**src/rtl/muldiv_pkg.sv**
```systemverilog
// Shared definitions for the iterative multiply/divide engine:
// op encodings, sequencer states and the default operand width.
package muldiv_pkg;

  localparam int MULDIV_WIDTH = 32;

  localparam logic [1:0] OP_MULT  = 2'b00;
  localparam logic [1:0] OP_MULTU = 2'b01;
  localparam logic [1:0] OP_DIV   = 2'b10;
  localparam logic [1:0] OP_DIVU  = 2'b11;

  typedef enum logic [1:0] {
    ST_IDLE = 2'd0,
    ST_PREP = 2'd1,
    ST_ITER = 2'd2,
    ST_FIX  = 2'd3
  } state_t;

endpackage

```
**src/rtl/muldiv_step.sv**
```systemverilog
// One radix-2 iteration of the engine, purely combinational.
// Multiply: acc += opa when opb[0]; opa <<= 1; opb >>= 1.
// Divide (restoring): {rem,quot} <<= 1, trial-subtract divisor (opa low half)
// from rem; keep and set quot LSB when non-negative, else restore.
module muldiv_step
  import muldiv_pkg::*;
#(
  parameter int WIDTH = MULDIV_WIDTH
) (
  input  logic                 is_div,
  input  logic [2*WIDTH-1:0]   acc_in,
  input  logic [2*WIDTH-1:0]   opa_in,
  input  logic [WIDTH-1:0]     opb_in,
  output logic [2*WIDTH-1:0]   acc_out,
  output logic [2*WIDTH-1:0]   opa_out,
  output logic [WIDTH-1:0]     opb_out
);

  logic [WIDTH:0]   rem_sh;
  logic [WIDTH+1:0] diff;

  // Single shift-add or restoring-divide step.
  always_comb begin
    acc_out = acc_in;
    opa_out = opa_in;
    opb_out = opb_in;
    rem_sh  = {acc_in[WIDTH-1:0], opb_in[WIDTH-1]};
    diff    = {1'b0, rem_sh} - {2'b00, opa_in[WIDTH-1:0]};
    if (is_div) begin
      if (!diff[WIDTH+1]) begin
        acc_out = {{WIDTH{1'b0}}, diff[WIDTH-1:0]};
        opb_out = {opb_in[WIDTH-2:0], 1'b1};
      end else begin
        acc_out = {{WIDTH{1'b0}}, rem_sh[WIDTH-1:0]};
        opb_out = {opb_in[WIDTH-2:0], 1'b0};
      end
    end else begin
      if (opb_in[0]) acc_out = acc_in + opa_in;
      opa_out = opa_in << 1;
      opb_out = opb_in >> 1;
    end
  end

endmodule

```
**src/rtl/muldiv_engine.sv**
```systemverilog
// Iterative MIPS mult/multu/div/divu engine with its own sequencer.
// IDLE -> PREP (abs values, sign flags) -> ITER (WIDTH steps) -> FIX (sign
// correction, HI/LO update, done pulse). Optional build macro
// MULDIV_EARLY_OUT_EN lets multiplies leave ITER once the multiplier is zero.
module muldiv_engine
  import muldiv_pkg::*;
#(
  parameter int WIDTH = MULDIV_WIDTH
) (
  input  logic             clk,
  input  logic             rst,
  input  logic             start,
  input  logic [1:0]       op,
  input  logic [WIDTH-1:0] rs_val,
  input  logic [WIDTH-1:0] rt_val,
  output logic             busy,
  output logic             done,
  output logic [WIDTH-1:0] hi_out,
  output logic [WIDTH-1:0] lo_out
);

  localparam int CNT_W = (WIDTH > 1) ? $clog2(WIDTH) : 1;

  state_t             state_q, state_d;
  logic [CNT_W-1:0]   cnt_q;
  logic [1:0]         op_q;
  logic [WIDTH-1:0]   rs_q, rt_q;
  logic [2*WIDTH-1:0] acc_q, opa_q, acc_nx, opa_nx, prod;
  logic [WIDTH-1:0]   opb_q, opb_nx, a_abs, b_abs, hi_fix, lo_fix;
  logic               neg_res_q, neg_rem_q, div0_q;
  logic               is_div, is_signed, last_iter, early_out;

  function automatic logic [WIDTH-1:0] abs_w(input logic signed [WIDTH-1:0] v);
    return v[WIDTH-1] ? $unsigned(-v) : $unsigned(v);
  endfunction

  assign is_div    = op_q[1];
  assign is_signed = ~op_q[0];
  assign last_iter = (cnt_q == CNT_W'(WIDTH - 1));
  assign a_abs     = is_signed ? abs_w(rs_q) : rs_q;
  assign b_abs     = is_signed ? abs_w(rt_q) : rt_q;
  assign busy      = (state_q != ST_IDLE);

`ifdef MULDIV_EARLY_OUT_EN
  assign early_out = ~is_div && (opb_q == '0);
`else
  assign early_out = 1'b0;
`endif

  muldiv_step #(.WIDTH(WIDTH)) u_step (
    .is_div  (is_div),
    .acc_in  (acc_q),
    .opa_in  (opa_q),
    .opb_in  (opb_q),
    .acc_out (acc_nx),
    .opa_out (opa_nx),
    .opb_out (opb_nx)
  );

  // State register; reset aborts any operation in flight.
  always_ff @(posedge clk) begin
    if (rst) state_q <= ST_IDLE;
    else     state_q <= state_d;
  end

  // Next-state sequencing.
  always_comb begin
    state_d = state_q;
    case (state_q)
      ST_IDLE: if (start) state_d = ST_PREP;
      ST_PREP: state_d = ST_ITER;
      ST_ITER: if (last_iter || early_out) state_d = ST_FIX;
      ST_FIX:  state_d = ST_IDLE;
      default: state_d = ST_IDLE;
    endcase
  end

  // Iteration counter and done pulse.
  always_ff @(posedge clk) begin
    if (rst) begin
      cnt_q <= '0;
      done  <= 1'b0;
    end else begin
      done <= (state_q == ST_FIX);
      if (state_q == ST_PREP)      cnt_q <= '0;
      else if (state_q == ST_ITER) cnt_q <= cnt_q + 1'b1;
    end
  end

  // Operand latch, PREP setup and iteration datapath (no reset on data).
  always_ff @(posedge clk) begin
    case (state_q)
      ST_IDLE: if (start) begin
        op_q <= op;
        rs_q <= rs_val;
        rt_q <= rt_val;
      end
      ST_PREP: begin
        acc_q     <= '0;
        opa_q     <= {{WIDTH{1'b0}}, is_div ? b_abs : a_abs};
        opb_q     <= is_div ? a_abs : b_abs;
        neg_res_q <= is_signed & (rs_q[WIDTH-1] ^ rt_q[WIDTH-1]);
        neg_rem_q <= is_signed & rs_q[WIDTH-1];
        div0_q    <= (rt_q == '0);
      end
      ST_ITER: begin
        acc_q <= acc_nx;
        opa_q <= opa_nx;
        opb_q <= opb_nx;
      end
      default: ;
    endcase
  end

  // Final sign correction and divide-by-zero substitution.
  always_comb begin
    prod   = neg_res_q ? -acc_q : acc_q;
    hi_fix = prod[2*WIDTH-1:WIDTH];
    lo_fix = prod[WIDTH-1:0];
    if (is_div) begin
      if (div0_q) begin
        hi_fix = rs_q;
        lo_fix = '1;
      end else begin
        lo_fix = neg_res_q ? -opb_q : opb_q;
        hi_fix = neg_rem_q ? -acc_q[WIDTH-1:0] : acc_q[WIDTH-1:0];
      end
    end
  end

  // HI/LO result registers, loaded only in FIX.
  always_ff @(posedge clk) begin
    if (rst) begin
      hi_out <= '0;
      lo_out <= '0;
    end else if (state_q == ST_FIX) begin
      hi_out <= hi_fix;
      lo_out <= lo_fix;
    end
  end

endmodule

```
**config.mk**
```make
export PLATFORM = sky130hd
export DESIGN_NAME = muldiv_engine
export DESIGN_NICKNAME = d
export VERILOG_FILES = /design/src/rtl/muldiv_pkg.sv /design/src/rtl/muldiv_step.sv /design/src/rtl/muldiv_engine.sv
export SDC_FILE = /design/constraint.sdc
export NUM_CORES = 1
export LEC_CHECK = 0
export BUFFER_PORTS_ARGS = -buffer_cell sky130_fd_sc_hd__buf_2
export CAP_MARGIN = 10
export CELL_PAD_IN_SITES_DETAIL_PLACEMENT = 0
export CELL_PAD_IN_SITES_GLOBAL_PLACEMENT = 2
export CORE_MARGIN = 4
export CORE_UTILIZATION = 43
export DETAILED_ROUTE_END_ITERATION = 10
export GPL_TIMING_DRIVEN = 0
export PLACE_DENSITY = 0.84
export SYNTH_ARGS = -nofsm -noshare
export SYNTH_HDL_FRONTEND = slang
export SYNTH_SLANG_ARGS = --single-unit
```
**constraint.sdc**
```tcl
create_clock -name clk -period 12.1 [get_ports clk]
set_input_delay 0.605 -clock clk [delete_from_list [all_inputs] [get_ports clk]]
set_output_delay 0.605 -clock clk [all_outputs]
set_load 0.05 [all_outputs]
```
==> impl_metrics.ini <==
[die]
die_w_um = 234
die_h_um = 234
core.rowCount = 82
die_area_um2 = 54700
initial_utilization_pct = 43.6
coreArea_um2 = 50300
io_pins = 135

[synthesis]
netlist_area_um2 = 21900
yosysMostFrequentCell = edfxtp_1
synth-xor-area-share_pct = 10.4
synth_commonest_cells = edfxtp_1 (229), nand2_1 (209), o21ai_0 (191), a21oi_1 (186), xnor2_1 (180)
synth_top_area_share_pct = 31.4
synth.distinct_cells = 73
synth-compound-area-share_pct = 19.5
synthFlopType = edfxtp_1
synthAdderAreaFrac_pct = 6.23
synthArstFlopShare_pct = 0
synthSimpleGateAreaFrac_pct = 15.7
synthMuxAreaShare_pct = 6.38
ys_warn_count = 0
syn_area_per_cell_um2 = 9.24
synth.area.top_cells = edfxtp_1 (31%), xnor2_1 (7.2%), dfxtp_1 (6.6%)
yosysSeqAreaShare_pct = 37.9
synth-seq-cells = 301
synth_top_family_by_area = compound AO/OA/AOI/OAI gates
synthCells = 2372
synth_edf_count = 229
syn-num-nets = 2549
synth_top_cell_by_area = edfxtp_1

[worst_setup_path]
path_class = reg2reg
crit_path_end_kind = register
worstPathRequired_ps = 12370
arrival_ps = 5280
worst_setup_path_start_kind = register
path_max_fanout = 10

[run_status]
status = complete, no violations

[sta]
drv_slew = 0
worst_pin_slew_ps = 1320
timing.max_slew.rel_slack_pct = 11.8
period_minus_slack_ps = 5010
setup_tns_ps = 0
max_freq_mhz = 200
hold_viol = 0
setup_ws_ps = 7090
period_share_pct = 41.4
rsz0062_at_grt = false
setup_viol = 0
fin_skew_ps = 17.0

[placed_design]
portBuffers = 133
dp.final_hpwl_um = 68500
place_ws_ps = 7150
place_congestion = 1.00

[grt]
grt_usage_pct = 30.8
grt_max_degree = 44
grt_pass1_wl_um = 125000
grt_antenna_before_repair = 1
gr-total-overflow = 0
grt_pass1_vias = 18566

[cts]
cts_root_buf = clkbuf_16
h-tree-depth = 2
hold_buffers = 0
clk_path_buf_depth = 3
cts_tree = yes
cts_sinks = 301
clk_pin_slew_worst_paths_ps = 60
clock_latency_ps = 570
cts_buffers = 38
cts_setup_buffers = 0
cts_resized = 0

[route]
via_per_inst = 6.05
ant_nets = 0
drc_errors = 0
dr_total_vias = 19677
wl_per_cell_um = 26.6
finalWirelength_um = 86500
first_iter_violations = 2151
firstDrtPassIters = 5

[cells_and_area]
antenna_cells = 0
drive_above_1_share_pct = 9.85
areaGrowthSynthToFinish_pct = 13.0
fin_nets = 2729

[power]
ir_drop_mv = 0.150
p_seq_share_pct = 26.3
power.density_nw_per_um2 = 345
power_leakage_nw = 9.23
internal-power_mw = 4.23
p_sw_mw = 4.33
power_frac_comb_pct = 60.5
switching_share_pct = 50.6
clkPwrFrac_pct = 13.2

[min_path]
hold_path_class = in2reg

[run]
maxCapViolCount = 0
==> stage by stage <==
step	instances	total power [mW]	utilization (%)	hold WS [ps]	area (um2)
final	3251	8.56	49.3	205	24800
after global routing	3251	9.11	49.3	194	24800
after CTS	3251	8.49	49.3	184	24800
after detailed placement	3184	7.33	46.9	430	23600
after global placement	3177	7.31	46.6	431	23400
after floorplan	2372	5.70	-	502	21900
==> cell usage in the layout, fill, tap and decap left out, types with 17 or more instances in the layout <==
cell and count:
a211oi_1 17, a21o_1 45, a21oi_1 186, a31oi_1 22, and2_1 36, buf_2 136
clkbuf_1 138, clkbuf_16 38, dfxtp_1 72, edfxtp_1 229, ha_1 106, inv_1 79
mux2i_1 70, mux4_2 31, nand2_1 209, nand2b_1 57, nand3_1 37, nand4_1 31
nor2_1 162, nor2b_1 21, nor3_1 40, o211ai_1 24, o21a_1 19, o21ai_0 189
o21bai_1 18, o221ai_1 30, o22ai_1 17, o31ai_1 38, or3_1 38, or4_1 18
xnor2_1 180, xor2_1 81
==> logic make-up (layout without fill, tap and decap cells) <==
| kind of cell | Yosys count | count (layout) |
|---|---|---|
| fa+ha+maj | 108 | 108 |
| buf+inv | 224 | 431 |
| simple gates | 699 | 699 |
| compound gates | 678 | 678 |
| mux | 101 | 101 |
| xor+xnor | 261 | 261 |
| flops | 301 | 301 |
==> cell type report <==
cell class                      instances  area, um2
Clock buffer                           50        996
Timing Repair Buffer                  140        812
Multi-Input combinational cell       1847      12800
Inverter                               80        300
Clock inverter                         17        186
Fill cell                            4873      25500
Buffer                                144        544
Sequential cell                       301       8320
Tap cell                              672        841
==> critical path: stages (launching register included) <==
cell	delay, ps
edfxtp_1	520
ha_1	330
nor2b_1	150
o2111a_1	270
o311ai_1	580
a21oi_1	250
o31a_1	440
o311ai_1	680
nand2_1	460
clkbuf_1	570
mux2i_1	340
o22ai_1	110
==> power groups by stage <==
stage / clock, mW / sequential, mW / combinational, mW
2_1_floorplan: 0 / 2.11 / 3.59
3_3_place_gp: 0 / 2.33 / 4.98
3_5_place_dp: 0 / 2.26 / 5.07
4_1_cts: 1.14 / 2.25 / 5.11
5_1_grt: 1.18 / 2.28 / 5.64
6_report: 1.13 / 2.25 / 5.18
==> worst paths after layout <==
kind	slack, ps	to	cells past startpoint	startpoint
setup reg to reg	7090	acc_q[24]	11	acc_q[0]
hold reg to reg	440	lo_out[13]	2	lo_out[13]
setup / recovery	7090	acc_q[24]	11	acc_q[0]
hold / removal	210	rt_q[8]	1	rt_val[8]
==> sequential cells by signal (all words and copies together), names as in the netlist <==
signal     count
hi_out        32
neg_res_q      1
acc_q         64
done           1
opa_q         64
cnt_q          5
div0_q         1
rs_q          32
neg_rem_q      1
state_q        2
lo_out        32
opb_q         32
op_q           2
rt_q          32
==> per-layer routing <==
metal | GRT usage (%) | vias up | wire length (um)
met5 | 0 | - | 0
met3 | 4.07 | 129 | 5630
met2 | 49.3 | 753 | 39700
met1 | 44.1 | 9701 | 38600
li1 | - | 9094 | -
met4 | 8.50 | 0 | 2520
No activity file was read; power rests on OpenSTA's default activity.
